### src/rtl/vend_if.sv
// vend_if: coin/cancel inputs and credit/eject/dispense outputs of the vending sequencer
interface vend_if #(parameter int CW = 9);
  logic n_s, di_s, q_s, do_s, cancel;
  logic [CW-1:0] credit;
  logic dispense, ret_n, ret_d, ret_q, coin_rej, busy;
  modport master(output n_s, di_s, q_s, do_s, cancel,
                 input credit, dispense, ret_n, ret_d, ret_q, coin_rej, busy);
  modport slave(input n_s, di_s, q_s, do_s, cancel,
                output credit, dispense, ret_n, ret_d, ret_q, coin_rej, busy);
endinterface

### src/rtl/vend_ctrl.sv
// vend_ctrl: accumulates coin credit, dispenses at PRICE, pays change as eject/gap pulses
module vend_ctrl #(
  parameter int PRICE = 125,
  parameter int CREDIT_MAX = 300,
  parameter int CW = 9
) (
  input logic clk,
  input logic rst,
  vend_if.slave bus
);
  typedef enum logic [1:0] {IDLE, COLLECT, VEND, CHANGE} state_e;
  localparam logic [CW-1:0] PRICE_C = CW'(PRICE);
  localparam logic [CW-1:0] MAX_C = CW'(CREDIT_MAX);
  localparam logic [CW-1:0] C5 = CW'(5);
  localparam logic [CW-1:0] C10 = CW'(10);
  localparam logic [CW-1:0] C25 = CW'(25);
  localparam logic [CW-1:0] C100 = CW'(100);
  state_e state_q, state_d;
  logic [CW-1:0] credit_q, credit_d, sum, coin_d;
  logic ej_q, ej_d, rej_d;
  logic dispense_q, ret_n_q, ret_d_q, ret_q_q, coin_rej_q, busy_q;
  function automatic logic [CW-1:0] pick(input logic [CW-1:0] c);
    return c >= C25 ? C25 : c >= C10 ? C10 : C5;
  endfunction
  assign sum = (bus.n_s ? C5 : '0) + (bus.di_s ? C10 : '0) + (bus.q_s ? C25 : '0) + (bus.do_s ? C100 : '0);
  assign coin_d = pick(credit_d);
  always_comb begin
    state_d = state_q;
    credit_d = credit_q;
    ej_d = 1'b0;
    rej_d = 1'b0;
    unique case (state_q)
      IDLE, COLLECT: begin
        if (sum != '0) begin
          if (credit_q + sum <= MAX_C) credit_d = credit_q + sum;
          else rej_d = 1'b1;
        end
        if (bus.cancel && credit_d != '0) begin
          state_d = CHANGE;
          ej_d = 1'b1;
        end else begin
          state_d = credit_d >= PRICE_C ? VEND : credit_d != '0 ? COLLECT : IDLE;
        end
      end
      VEND: begin
        rej_d = sum != '0;
        credit_d = credit_q - PRICE_C;
        state_d = credit_d != '0 ? CHANGE : IDLE;
        ej_d = 1'b1;
      end
      CHANGE: begin
        rej_d = sum != '0;
        // eject cycle pays the coin announced on entry; gap cycle re-arms the next eject
        credit_d = ej_q ? credit_q - pick(credit_q) : credit_q;
        state_d = credit_d == '0 ? IDLE : CHANGE;
        ej_d = !ej_q;
      end
      default: state_d = IDLE;
    endcase
  end
  always_ff @(posedge clk) begin
    if (rst) begin
      state_q <= IDLE;
      credit_q <= '0;
      ej_q <= 1'b0;
      dispense_q <= 1'b0;
      ret_n_q <= 1'b0;
      ret_d_q <= 1'b0;
      ret_q_q <= 1'b0;
      coin_rej_q <= 1'b0;
      busy_q <= 1'b0;
    end else begin
      state_q <= state_d;
      credit_q <= credit_d;
      ej_q <= ej_d;
      dispense_q <= state_d == VEND;
      ret_n_q <= state_d == CHANGE && ej_d && coin_d == C5;
      ret_d_q <= state_d == CHANGE && ej_d && coin_d == C10;
      ret_q_q <= state_d == CHANGE && ej_d && coin_d == C25;
      coin_rej_q <= rej_d;
      busy_q <= state_d == VEND || state_d == CHANGE;
    end
  end
  assign bus.credit = credit_q;
  assign bus.dispense = dispense_q;
  assign bus.ret_n = ret_n_q;
  assign bus.ret_d = ret_d_q;
  assign bus.ret_q = ret_q_q;
  assign bus.coin_rej = coin_rej_q;
  assign bus.busy = busy_q;
endmodule
### src/flat_wrapper.sv
// flat-port wrapper written by rule: the top's interface ports become plain ports
module vend_ctrl_flat 
#(
  parameter int PRICE = 125,
  parameter int CREDIT_MAX = 300,
  parameter int CW = 9
)
  (clk, rst, bus_n_s, bus_di_s, bus_q_s, bus_do_s, bus_cancel, bus_credit, bus_dispense, bus_ret_n, bus_ret_d, bus_ret_q, bus_coin_rej, bus_busy);
  vend_if #(.CW(CW)) bus_i ();
  input logic clk;
  input logic rst;
  input wire logic [$bits(bus_i.n_s)-1:0] bus_n_s;
  input wire logic [$bits(bus_i.di_s)-1:0] bus_di_s;
  input wire logic [$bits(bus_i.q_s)-1:0] bus_q_s;
  input wire logic [$bits(bus_i.do_s)-1:0] bus_do_s;
  input wire logic [$bits(bus_i.cancel)-1:0] bus_cancel;
  output wire logic [$bits(bus_i.credit)-1:0] bus_credit;
  output wire logic [$bits(bus_i.dispense)-1:0] bus_dispense;
  output wire logic [$bits(bus_i.ret_n)-1:0] bus_ret_n;
  output wire logic [$bits(bus_i.ret_d)-1:0] bus_ret_d;
  output wire logic [$bits(bus_i.ret_q)-1:0] bus_ret_q;
  output wire logic [$bits(bus_i.coin_rej)-1:0] bus_coin_rej;
  output wire logic [$bits(bus_i.busy)-1:0] bus_busy;
  assign bus_i.n_s = bus_n_s;
  assign bus_i.di_s = bus_di_s;
  assign bus_i.q_s = bus_q_s;
  assign bus_i.do_s = bus_do_s;
  assign bus_i.cancel = bus_cancel;
  assign bus_credit = bus_i.credit;
  assign bus_dispense = bus_i.dispense;
  assign bus_ret_n = bus_i.ret_n;
  assign bus_ret_d = bus_i.ret_d;
  assign bus_ret_q = bus_i.ret_q;
  assign bus_coin_rej = bus_i.coin_rej;
  assign bus_busy = bus_i.busy;
  vend_ctrl #(.PRICE(PRICE), .CREDIT_MAX(CREDIT_MAX), .CW(CW)) u_core (.clk(clk), .rst(rst), .bus(bus_i));
endmodule
### config.mk
export PLATFORM = sky130hd
export DESIGN_NAME = vend_ctrl_flat
export DESIGN_NICKNAME = d
export VERILOG_FILES = /design/src/rtl/vend_if.sv /design/src/rtl/vend_ctrl.sv /design/src/flat_wrapper.sv
export SDC_FILE = /design/constraint.sdc
export NUM_CORES = 1
export LEC_CHECK = 0
export BUFFER_PORTS_ARGS = -buffer_cell sky130_fd_sc_hd__buf_4
export CORE_ASPECT_RATIO = 0.9
export CORE_MARGIN = 2
export CORE_UTILIZATION = 54
export DETAILED_ROUTE_END_ITERATION = 6
export PLACE_DENSITY = 0.77
export SLEW_MARGIN = 10
export SYNTH_ARGS = -nofsm -noshare
export SYNTH_HDL_FRONTEND = slang
export SYNTH_SLANG_ARGS = --single-unit
### constraint.sdc
create_clock -name clk -period 4.2 [get_ports clk]
set_input_delay 0.63 -clock clk [delete_from_list [all_inputs] [get_ports clk]]
set_output_delay 0.63 -clock clk [all_outputs]
set_load 0.005 [all_outputs]
# Yosys cells after proc, flatten, opt, wreduce, memory -nomap -nowiden
# Cells that the tools add are included.
# W data, S select, Z words.
[word_totals] input_bits=7 out_inout_bits=15 register_bits=18
[classes] n_lt_le_gt_ge=6 addsub=6 n_eq_ne=8 muxes=24 reduce_logical=14
[op_table] operator="$mux W9" count=6
[op_table] operator="$add A9 B9 Y9" count=4
[op_table] operator="$pmux W9 S3" count=1
[op_table] operator="$reduce_bool A9 Y1" count=3
[op_table] operator="$ge A9 B4 Y1 const B" count=2
[op_table] operator="$ge A9 B5 Y1 const B" count=2
[op_table] operator="$mux W4" count=3
[op_table] operator="$eq A9 B3 Y1 const B" count=1
[op_table] operator="$eq A9 B4 Y1 const B" count=1
[op_table] operator="$eq A9 B5 Y1 const B" count=1
[op_table] operator="$ge A9 B7 Y1 const B" count=1
[op_table] operator="$le A9 B9 Y1 const B" count=1
[op_table] operator="$logic_not A9 Y1" count=1
[op_table] operator="$sub A9 B7 Y9 const B" count=1
[op_table] operator="$sub A9 B9 Y9" count=1
[op_table] operator="$eq A2 B2 Y1 const B" count=4
[op_table] operator="$mux W2" count=4
[op_table] operator="$mux W7" count=1
[op_table] operator="$pmux W2 S3" count=1
[op_table] operator="$logic_and A1 B1 Y1" count=5
[op_table] operator="$mux W5" count=1
[op_table] operator="$mux W1" count=4
[op_table] operator="$reduce_or A2 Y1" count=2
[op_table] operator="$mux W3" count=1
[op_table] operator="other kinds (6)" count=6

# Logic depth before layout (Yosys ltp)
[depth] depth_word=17 ltp_mapped=17

# Least setup slack after synthesis
# Ideal clock, no wire load.
[synth_path] path_kind="input port to flip-flop" start="in bus_do_s" end="reg u_core.ret_d_q, in the netlist u_core.bus.ret_d" stages=15 arrival_ns=4.062 required_ns=4.097 setup_time_ns=0.103 path_slack_ns=0.034 cell_sequence="ha_1 -> a31oi_1 -> inv_1 -> a21oi_1 -> xnor2_1 -> ha_1 -> clkbuf_2 -> or4b_1 -> o211ai_1 -> nand4_1 -> o211ai_4 -> mux2_1 -> a21oi_1 -> a311oi_1 -> a2111oi_2"
[synth_between] elab_chain_cells=15 word_cells_on_any_way=26 classes_between="2 x add/sub; 4 x order compare; 2 x eq/ne; 13 x mux; 5 x reduce/logical"
[synth_rtl] item="start: declaration" line_no="flat_wrapper.sv:15" text="input wire logic [$bits(bus_i.do_s)-1:0] bus_do_s;"
[synth_rtl] item="$mux W7 (*)" line_no="vend_ctrl.sv:25" text="assign sum = (bus.n_s ? C5 : '0) + (bus.di_s ? C10 : '0) + (bus.q_s ? C25 : '0) + (bus.do_s ? C100 : '0);"
[synth_rtl] item="$add A9 B9 Y9 (*)" line_no="vend_ctrl.sv:25"
[synth_rtl] item="$add A9 B9 Y9" line_no="vend_ctrl.sv:35" text="if (credit_q + sum <= MAX_C) credit_d = credit_q + sum;"
[synth_rtl] item="$le A9 B9 Y1" line_no="vend_ctrl.sv:35"
[synth_rtl] item="$mux W9" line_no="vend_ctrl.sv:35"
[synth_rtl] item="$mux W9 (*)" line_no="vend_ctrl.sv:34" text="if (sum != '0) begin"
[synth_rtl] item="$mux W9 (*)" line_no="vend_ctrl.sv:32" text="unique case (state_q)"
[synth_rtl] item="branches (longest 7 deep; another with $ge A9 B4 Y1)"
[synth_rtl] item="$logic_and A1 B1 Y1 (*)" line_no="vend_ctrl.sv:78" text="ret_d_q <= state_d == CHANGE && ej_d && coin_d == C10;"
[synth_rtl] item="end signal: assignment" line_no="vend_ctrl.sv:68" text="ret_d_q <= 1'b0;"
[synth_rtl] item="end signal: assignment" line_no="vend_ctrl.sv:78"
[synth_rtl] item="end: declaration" line_no="vend_ctrl.sv:21" text="logic dispense_q, ret_n_q, ret_d_q, ret_q_q, coin_rej_q, busy_q;"
# Every way passes the cells marked *. The select of a mux whose other input is x is not followed.
# A chain may end at the register's enable or synchronous reset.

# Worst setup path in the final report
[layout_path] start="in bus_do_s" end="reg u_core.ret_q_q, in the netlist u_core.bus.ret_q"
[layout_between] elab_chain_cells=15 word_cells_on_any_way=26 classes_between="2 x add/sub; 4 x order compare; 2 x eq/ne; 13 x mux; 5 x reduce/logical"
[layout_rtl] item="$mux W7 (*)" line_no="vend_ctrl.sv:25"
[layout_rtl] item="$add A9 B9 Y9 (*)" line_no="vend_ctrl.sv:25"
[layout_rtl] item="$add A9 B9 Y9" line_no="vend_ctrl.sv:35"
[layout_rtl] item="$le A9 B9 Y1" line_no="vend_ctrl.sv:35"
[layout_rtl] item="$mux W9" line_no="vend_ctrl.sv:35"
[layout_rtl] item="$mux W9 (*)" line_no="vend_ctrl.sv:34"
[layout_rtl] item="$mux W9 (*)" line_no="vend_ctrl.sv:32"
[layout_rtl] item="branches (longest 7 deep; another with $ge A9 B4 Y1)"
[layout_rtl] item="$logic_and A1 B1 Y1 (*)" line_no="vend_ctrl.sv:79" text="ret_q_q <= state_d == CHANGE && ej_d && coin_d == C25;"
[layout_rtl] item="end signal: assignment" line_no="vend_ctrl.sv:69" text="ret_q_q <= 1'b0;"
[layout_rtl] item="end signal: assignment" line_no="vend_ctrl.sv:79"
[layout_rtl] item="end: declaration" line_no="vend_ctrl.sv:21"
# Marks and branches as above.

==> metrics.cfg <==
[critical_path]
cp.required_ns=4.34
r2r-start=u_core.bus.credit[0]
path_class=input port to register
worst-path-max-fanout=6
worst_setup_path_end_kind=register
reg2reg_depth=16
timing.rr.end=u_core.bus.ret_d
worst-r2r-setup-slack_ns=0.35
crit_arrival_ns=4.15
start_kind=input port

[detailed_routing]
antenna_left=0
firstDrtPassIters=5
dr.first_iter.drc_count=180
post_drt_via_cell_ratio=6.251
wirelength_um=6180
vias=2363
wl_per_cell_um=16.35
drc=0

[hold_path]
hold-path-endpoint=u_core.bus.dispense
hold_start=bus_cancel
hold_path.class=input port to register
min_path_cells=2

[placement]
globalplace.congestion=0.9545
dp_hpwl_um=4681
io_buffers=21

[synth]
ys_top_cells_by_count=nor2_1, ha_1, dfxtp_1, nand2_1, a21oi_1
yosys.area.top_type=dfxtp_1
postSynthCellCount=287
ys_warn_count=0
synth_cell_types=71
synth_fp_nets=318
ys_ff_latch=18
synth_top_area_share=0.1598
synth_most_common_cell=nor2_1
postSynthAreaPerCell_um2=7.856
yosys_most_used_dff=dfxtp_1
synthTopCellsByArea=dfxtp_1, ha_1, nor2_1
async_flop_share=0
synth_edf_count=0
syn-cell-area_mm2=0.002255
seq_area_frac_synth=0.1598

[timing]
hold_viol=0
period_minus_slack_ns=4.005
drv_slew=0
finClkSkew_ns=0.001961
slew-limit-headroom=0.5633
fin_crit_sh=0.9535
worst_pin_slew_ns=0.6542
setup_viol=0
fmax_ghz=0.2497
holdWs_ns=0.6139

[global_routing]
grt_max_degree=19
grt_overflow=0
grt_pass1_vias=2107
track_usage=0.2602
antenna_found_initial=0
grt_pass1_wl_um=9880

[floorplan]
pin_count=22
die_y_um=65.30
die_area_mm2=0.004709
die_w_um=72.11
initial_core_util=0.5572
core_area_mm2=0.004046
rows=22

[power_and_ir_drop]
pwr_density_cell_mw_per_mm2=895.4
power.total_uw=2490
p_leak_uw=0.001252
clkPwrFrac=0.054
p_sw_uw=1228
p_int_uw=1263
netSwitchingFraction=0.4931
p_seq_frac=0.125
vdd_ir_drop_max_uv=723.8
combPwrFrac=0.821

[clock_tree]
cts.htree.levels=1
hold_buffers=0
cts-root-buf=clkbuf_8
clock_latency_ns=0.25
clkSinkCount=18
path_clk_slew_ns=0.06
cts_inserted_buffers=3
cts_tree=built
cts_buffer_depth=2

[layout]
finish.utilization=0.6874
drive_above_1_share=0.2727
antenna_cells=0
area_growth_pct=23.36
nets=362
fillCellCount=329

[job]
max_cap_violations=0

[outcome]
outcome=finished clean

[layout make-up]
cell class / count / area, µm² / share of cell area
Clock buffer: 4 / 55.05 / 0.01979
Inverter: 13 / 48.80 / 0.01754
Multi-Input combinational cell: 242 / 1854 / 0.6667
Sequential cell: 18 / 361.6 / 0.1300
Tap cell: 48 / 60.06 / 0.02159
Timing Repair Buffer: 53 / 401.6 / 0.1444
[stage by stage]
step           setup WS [ns]  setup TNS (ns)  instances  area, µm²
3_5_place_dp         -0.1212         -0.1421        370       2601
6_report              0.1953               0        378       2781
2_1_floorplan        0.03422               0        287       2255
4_1_cts               0.1501               0        374       2656
3_3_place_gp        -0.02476        -0.02476        370       2601
5_1_grt            -0.001856       -0.001856        378       2781
[cell usage in the layout, fill, tap and decap left out, drive strengths merged, types with 5 or more instances in the layout]
master / count
buf: 53
nor2: 32
ha: 22
nand2: 19
dfxtp: 18
a21oi: 17
inv: 13
o21ai: 11
nor3: 9
a21o: 8
o211ai: 8
nor2b: 7
a31oi: 7
a211oi: 7
and2: 6
nor4: 6
xor2: 6
xnor2: 5
[critical path, cell delays in order]
cell and delay (ns):
buf_4 0.11, ha_1 0.34, a31oi_2 0.21, buf_4 0.16, xor2_2 0.07, ha_1 0.33
o21ai_1 0.15, or4b_1 0.49, o211ai_1 0.14, nand4_1 0.19, o211ai_4 0.16, mux2_1 0.38
o21ai_0 0.33, a311oi_2 0.11, buf_4 0.18, o21ba_1 0.16
[registers in the layout, indices dropped and copies added (netlist names)]
signal               cells
u_core.bus.busy          1
u_core.bus.coin_rej      1
u_core.bus.credit        9
u_core.bus.dispense      1
u_core.bus.ret_d         1
u_core.bus.ret_n         1
u_core.bus.ret_q         1
u_core.ej_q              1
u_core.state_q           2
[what timing repair did]
item,in CTS,in global routing
buffers inserted,0,4
resized for setup,0,21
endpoints found under the setup margin,0,5
[per-layer routing]
| metal | part of all wire | track usage | wire length (µm) | vias up |
|---|---|---|---|---|
| li1 | - | - | - | 1168 |
| met1 | 0.43 | 0.3545 | 2661 | 1108 |
| met2 | 0.49 | 0.4450 | 3031 | 80 |
| met3 | 0.072 | 0.03221 | 446 | 7 |
| met4 | 0.0065 | 0.04245 | 40 | 0 |
| met5 | 0 | 0 | 0 | - |
[logic make-up (layout without fill, tap and decap cells)]
family	count (synthesis)	after routing	share of synthesized area
and+or+nand+nor	106	106	0.2486
AOI/OAI and AO/OA	94	94	0.3185
buffers and inverters	27	70	0.05771
adders and majority gates	24	24	0.1398
DFF	18	18	0.1598
xor gates and xnor gates	11	11	0.04273
muxes	7	7	0.03274
[how the worst max path moves through the flow]
stage,from,endpoint,slack (ns),depth (start not counted)
after floorplan,bus_do_s,u_core.bus.ret_d,0.03,15
after global placement,bus_do_s,u_core.bus.ret_d,-0.02,15
after detailed placement,bus_q_s,u_core.bus.ret_d,-0.12,16
after CTS,bus_do_s,u_core.bus.ret_d,0.15,15
after global routing,bus_do_s,u_core.bus.ret_n,-0.002,16
final,bus_do_s,u_core.bus.ret_q,0.20,16
[power groups by stage]
stage                     Sequential, µW  Combinational, µW  Clock, µW
after global routing                 321               2220        148
after CTS                            307               1870        139
after floorplan                      310               1270          0
after detailed placement             310               1850          0
final                                310               2050        135
after global placement               308               1820          0
No activity file was read; power rests on OpenSTA's default activity.
